--- config.mk ---
export PLATFORM = sky130hd
export DESIGN_NAME = fetch_stage
export DESIGN_NICKNAME = d
export VERILOG_FILES = /design/src/rtl/mips_pkg.sv /design/src/rtl/fetch_hold_buf.sv /design/src/rtl/fetch_stage.sv
export SDC_FILE = /design/constraint.sdc
export NUM_CORES = 1
export LEC_CHECK = 0
export ABC_AREA = 0
export CORE_MARGIN = 1.5
export CORE_UTILIZATION = 35
export CTS_BUF_LIST = sky130_fd_sc_hd__clkbuf_8 sky130_fd_sc_hd__clkbuf_16
export CTS_CLUSTER_DIAMETER = 50
export DETAILED_ROUTE_END_ITERATION = 10
export PLACE_DENSITY = 0.62
export SLEW_MARGIN = 20
export SYNTH_ARGS = -nofsm -noshare
export SYNTH_HDL_FRONTEND = slang
export SYNTH_SLANG_ARGS = --single-unit
--- constraint.sdc ---
create_clock -name clk -period 4.42 [get_ports clk]
set_clock_uncertainty 0.05 [all_clocks]
set_input_delay 0.663 -clock clk [delete_from_list [all_inputs] [get_ports clk]]
set_output_delay 0.663 -clock clk [all_outputs]
set_load 0.005 [all_outputs]
--- src/rtl/mips_pkg.sv ---
// Shared MIPS pipeline constants and the fetched-word record carried between
// the fetch stage and its hold buffer.
package mips_pkg;

  localparam logic [31:0] PC_RESET_DEFAULT = 32'h0000_0000;
  localparam int          OPCODE_MSB       = 31;
  localparam int          OPCODE_LSB       = 26;
  localparam logic [5:0]  OP_RTYPE         = 6'b000000;
  localparam logic [31:0] INSTR_NOP        = 32'h0000_0000;

  typedef struct packed {
    logic [31:0] instr;
    logic [31:0] pc4;
  } fetch_word_t;

endpackage

--- src/rtl/fetch_hold_buf.sv ---
// One-entry buffer that parks the word returning from memory while the
// pipeline is stalled. Clear has priority over load.
module fetch_hold_buf
  import mips_pkg::*;
(
  input  logic        clk,
  input  logic        i_clr,
  input  logic        i_load,
  input  fetch_word_t i_word,
  output logic        o_valid,
  output fetch_word_t o_word
);

  logic        r_valid;
  fetch_word_t r_word;

  always_ff @(posedge clk) begin
    if (i_clr) begin
      r_valid <= 1'b0;
    end else if (i_load) begin
      r_valid <= 1'b1;
      r_word  <= i_word;
    end
  end

  assign o_valid = r_valid;
  assign o_word  = r_word;

endmodule

--- src/rtl/fetch_stage.sv ---
// Instruction-fetch stage: owns the PC, issues reads to a synchronous
// instruction memory and fills the IF/ID register, with stall and redirect.
module fetch_stage
  import mips_pkg::*;
#(
  parameter logic [31:0] PC_RESET = PC_RESET_DEFAULT
) (
  input  logic        clk,
  input  logic        rst,
  input  logic        stall,
  input  logic        branch_taken,
  input  logic [31:0] branch_target,
  output logic [31:0] imem_addr,
  output logic        imem_rd_en,
  input  logic [31:0] imem_rdata,
  output logic [31:0] ifid_instr,
  output logic [31:0] ifid_pc4,
  output logic        ifid_valid,
  output logic [5:0]  ifid_opcode
);

  logic [31:0] r_pc;
  logic        r_inflight;
  logic [31:0] r_inflight_pc4;
  logic        r_ifid_valid;
  logic [31:0] r_ifid_instr;
  logic [31:0] r_ifid_pc4;

  logic        w_issue;
  logic [31:0] w_addr;
  logic [31:0] w_next_pc4;
  logic        w_hold_valid;
  logic        w_hold_clr;
  logic        w_hold_load;
  fetch_word_t w_hold_word;
  fetch_word_t w_ret_word;

  // A redirect always issues, even when hazard logic asks for a stall.
  assign w_issue    = !rst && (branch_taken || !stall);
  assign w_addr     = rst ? PC_RESET : (branch_taken ? branch_target : r_pc);
  assign w_next_pc4 = w_addr + 32'd4;

  assign w_ret_word = '{instr: imem_rdata, pc4: r_inflight_pc4};

  // The buffer drains on the first unstalled cycle; a wrong-path word dies here too.
  assign w_hold_clr  = rst || branch_taken || (!stall && w_hold_valid);
  assign w_hold_load = stall && r_inflight;

  fetch_hold_buf u_hold (
    .clk     (clk),
    .i_clr   (w_hold_clr),
    .i_load  (w_hold_load),
    .i_word  (w_ret_word),
    .o_valid (w_hold_valid),
    .o_word  (w_hold_word)
  );

  always_ff @(posedge clk) begin
    if (rst) begin
      r_pc           <= PC_RESET;
      r_inflight     <= 1'b0;
      r_inflight_pc4 <= 32'd0;
      r_ifid_valid   <= 1'b0;
      r_ifid_instr   <= INSTR_NOP;
      r_ifid_pc4     <= 32'd0;
    end else begin
      if (w_issue) begin
        r_pc           <= w_next_pc4;
        r_inflight     <= 1'b1;
        r_inflight_pc4 <= w_next_pc4;
      end else begin
        r_inflight     <= 1'b0;
      end

      if (branch_taken) begin
        r_ifid_valid <= 1'b0;
      end else if (!stall) begin
        if (w_hold_valid) begin
          r_ifid_instr <= w_hold_word.instr;
          r_ifid_pc4   <= w_hold_word.pc4;
          r_ifid_valid <= 1'b1;
        end else if (r_inflight) begin
          r_ifid_instr <= imem_rdata;
          r_ifid_pc4   <= r_inflight_pc4;
          r_ifid_valid <= 1'b1;
        end else begin
          r_ifid_valid <= 1'b0;
        end
      end
    end
  end

  assign imem_addr   = w_addr;
  assign imem_rd_en  = w_issue;
  assign ifid_instr  = r_ifid_instr;
  assign ifid_pc4    = r_ifid_pc4;
  assign ifid_valid  = r_ifid_valid;
  assign ifid_opcode = r_ifid_instr[OPCODE_MSB:OPCODE_LSB];

endmodule
==> results <==
- For the final routed database, the setup TNS stands at 0 ns.
- Grouping stages by cell kind, the critical path spends the most delay in buffers and inverters.
- The placed wire-length estimate is 13000 um.
- After synthesis, the netlist uses 52 different library cells.
- For this run, the slowest stage of the critical path takes 0.61 ns.
- The number of max-capacitance violations reported is 0.
- The via count of the first global-routing pass is 5353.
- The total number of clock tree sinks is 163.
- After clock tree synthesis, the clock-pin slew on the worst setup and hold paths is 0.06 ns.
- The number of primary I/O pins is 172.
- The largest net degree at the start of global routing is 62.
- The number of pins exceeding their max-slew limit in the final report is 0.
- The startpoint of the tightest hold check path is r_inflight_pc4[0].
- Tracing the worst setup path back leads to its startpoint at branch_taken.
- The worst reg2reg path depth is 7.
- For the pin with the worst max-slew slack, the measured transition is 1.07 ns.
- For this configuration, the core starts out at a cell density of 35.5%.
- The synthesized net count is 767.
- Following the worst setup path forward leads to its endpoint at imem_addr[26].
- The signal on the critical path passes through buf_2 -> buf_4 -> mux2i_1 -> nor2_1 -> clkdlybuf4s50_1.
- The clock period could shrink to 3.40 ns.
- The antenna cell count is 0.
- Detailed routing inserted a total of 5676 vias.
- The min-delay analysis places its worst path in the category flop to flop.
- Hold is met by 0.417 ns.
- The initial DRC count is 321.
- The region available for standard cell placement spans 20900 um2.
- STA puts the critical path data required time at 3.71 ns.
- The switching power of the nets is 824 uW.
- In this run the power density over the cells is 372 nW/um2.
- The cell area after synthesis is 7410 um2.
- Combinational cells account for 10.9% of the total power.
- In this run the worst path has a maximum fanout of 56.
- The final estimated routing congestion in global placement is 0.882.
- The average instance area after synthesis is 10.6 um2.
- Measured against its own limit, the worst slew margin works out to 28.5%.
- The number of gates given a new drive strength after cts is 0.
- The sequential power share is 44.9%.
- The per-cell via count in the routed design is 5.03.
- The filler cells instantiated in the layout total 1984.
- Setup violations remaining at the end of the flow were counted as 0.
- The worst-case IR drop observed on VDD is 207 uV.
- The TritonCTS buffer count is 17.
- Setup repair after global routing left no endpoint under its margin.
- In this run, synthesis produced a sequential element count of 163.
- The total power of the final layout is 3.69 mW.
- In this run the critical register-to-register path is launched from r_inflight_pc4[2].
- The initial antenna violation count was 0.
- Of the cells placed in the final design, the portion with a size suffix greater than 1 is 6.21%.
- The critical path runs through a total of 5 cells.
- The horizontal die dimension is 148 um.
- The portion of the clock cycle consumed by the worst path in the final layout is 76.9%.
- The cell internal power dissipation is 2.87 mW.
- The post-detailed-route wirelength per cell is 16.5 um.
- The register-to-register path setup slack is 1.86 ns.
- The number of flops mapped to enable cells by yosys is 64.
- The most used flip-flop cell after synthesis is sky130_fd_sc_hd__dfxtp_1.
- The cell at the slowest stage of the critical path is sky130_fd_sc_hd__buf_4.
- Together, buffers and inverters on the worst path number 3.
- The most frequent standard cell in the layout excluding fill and tap cells is sky130_fd_sc_hd__clkdlybuf4s50_1.
- The floorplan step defined a die boundary enclosing 22000 um2.
- The count of nets left with antenna violations once routing finished came out at 0.
- The portion of total power attributed to the clock network is 44.2%.
- From synthesis to final layout, the design area changed by 33.9%.
- The final core utilization is 47.5%.
- The clock tree from TritonCTS is done.
- The hold-fix buffer count after cts is 0.
- Data on the critical path arrives at its endpoint at 2.68 ns.
- The async set or reset register ratio after synthesis is 0%.
- STA classifies the critical path startpoint as an input port.
- After synthesis, flip-flops and latches occupy 52.7% of the total area.
- The latest clock arrival within the worst-skew pair is 0.42 ns.
- The global routing usage summed across all routing layers is 17.1%.
- The run finished with clean final reports.
- For this run the aggregate overflow at the end of global routing stands at 0.
- The floorplan die height is 148 um.
- The H-tree depth is 4.
- The clock passes through at most 2 buffers.
- The number of buffers added for setup after CTS is 0.
- The number of failing hold endpoints at the final stage is 0.
- The setup path with the least slack is of type input port to primary output.
- For this run, the post-layout net count is 910.
- In the layout the commonest cells are 169 x sky130_fd_sc_hd__clkdlybuf4s50_1, 105 x sky130_fd_sc_hd__nor2_1, 98 x sky130_fd_sc_hd__dfxtp_1.
- The clock tree root buffer cell is sky130_fd_sc_hd__clkbuf_16.
- The timing-limited maximum frequency is 0.294 GHz.
- The first global-routing pass estimated 29600 um of wire.
- Counting every instance in the synthesized netlist gives 698.
- The first detailed-routing pass took 4 iterations.
- The count of unresolved DRC violations after routing is 0.
- The leakage power summed over all cells is 3.20 nW.
- The routed design has 18600 um of wire.
- The fraction of power spent switching nets is 22.3%.
- The number of warnings issued by yosys is 0.
- The type of destination of the critical path is a primary output.
- The number of core rows is 53.
- The number of port buffers is 171.
- The endpoint of the worst-slack reg-to-reg timing path is r_inflight_pc4[28].
## registers in the layout (all words and copies together) (netlist names)
register        flops
u_hold.o_word      64
ifid_instr         32
ifid_pc4           32
r_inflight_pc4     32
ifid_valid          1
r_inflight          1
u_hold.o_valid      1
## cells by family (layout without fill, tap and decap cells)
kind of cell               after synthesis  in the layout  share of synthesized area (%)
and+or+nand+nor                        229            229                           14.7
DFF                                    163            163                           52.7
AOI/OAI and AO/OA                      126            126                           12.9
muxes                                   97             97                           13.1
buffers and inverters                   68            223                           4.81
xor gates and xnor gates                14             14                           1.66
adders and majority gates                1              1                          0.169
## power groups by stage
stage                     clock network (mW)  logic, mW  registers [mW]
after CTS                               1.67      0.406            1.66
final                                   1.63      0.402            1.66
after detailed placement                   0      0.404            1.69
after floorplan                            0      0.197            1.68
after global placement                     0      0.403            1.69
after global routing                    1.74      0.440            1.66
## cell usage after synthesis (3+ instances only)
library cell / count / area, um2
sky130_fd_sc_hd__nand3b_1: 12 / 90.1
sky130_fd_sc_hd__o21ai_0: 19 / 95.1
sky130_fd_sc_hd__buf_4: 11 / 82.6
sky130_fd_sc_hd__nor3_1: 7 / 35.0
sky130_fd_sc_hd__o211ai_1: 12 / 90.1
sky130_fd_sc_hd__nand3_1: 29 / 145
sky130_fd_sc_hd__nand2_1: 39 / 146
sky130_fd_sc_hd__mux2i_1: 97 / 971
sky130_fd_sc_hd__edfxtp_1: 64 / 1920
sky130_fd_sc_hd__or4_1: 10 / 75.1
sky130_fd_sc_hd__buf_6: 6 / 67.6
sky130_fd_sc_hd__buf_1: 6 / 22.5
sky130_fd_sc_hd__a211oi_1: 69 / 518
sky130_fd_sc_hd__a21oi_1: 4 / 20.0
sky130_fd_sc_hd__nand4_1: 12 / 75.1
sky130_fd_sc_hd__xor2_1: 12 / 105
sky130_fd_sc_hd__inv_1: 8 / 30.0
sky130_fd_sc_hd__a32oi_1: 3 / 26.3
sky130_fd_sc_hd__clkbuf_1: 25 / 93.8
sky130_fd_sc_hd__buf_2: 12 / 60.1
sky130_fd_sc_hd__dfxtp_1: 99 / 1980
sky130_fd_sc_hd__nor2_1: 105 / 394
## metal layers
metal	GRT usage, %	up-vias	share of wire, %
li1	-	2875	-
met1	25.6	2629	51
met2	24.8	161	43
met3	3.87	11	5.0
met4	4.21	0	0.59
met5	0	-	0
## cell type report
cell class | count | area, um2 | share of cell area (%)
Sequential cell | 163 | 3910 | 39.4
Multi-Input combinational cell | 467 | 3150 | 31.8
Timing Repair Buffer | 184 | 1830 | 18.4
Clock buffer | 18 | 450 | 4.54
Tap cell | 275 | 344 | 3.47
Clock inverter | 13 | 205 | 2.07
Inverter | 8 | 30.0 | 0.303
## how the worst min path moves through the flow
stage | end | slack [ns] | cells past startpoint
2_1_floorplan | u_hold.o_word[0] | 0.38 | 0
3_3_place_gp | u_hold.o_word[0] | 0.41 | 0
3_5_place_dp | u_hold.o_word[0] | 0.40 | 0
4_1_cts | u_hold.o_word[0] | 0.42 | 0
5_1_grt | u_hold.o_word[1] | 0.45 | 0
6_report | u_hold.o_word[0] | 0.42 | 0
## metrics by stage
| step | instances | instance area (um2) | worst slack (ns) |
|---|---|---|---|
| final | 1128 | 9920 | 1.02 |
| after global routing | 1128 | 9920 | 0.955 |
| after CTS | 1128 | 9920 | 1.05 |
| after detailed placement | 1097 | 9260 | 0.942 |
| after global placement | 1097 | 9260 | 1.00 |
| after floorplan | 698 | 7410 | 0.919 |
## worst reg2reg max path, delay by kind of cell, from the launching register on
kind	cells	cell delay (ns)
simple gates	3	0.95
fa+ha+maj	1	0.24
flops	1	0.37
compound gates	2	0.72
mux	1	0.14
No activity file was read; power rests on OpenSTA's default activity.
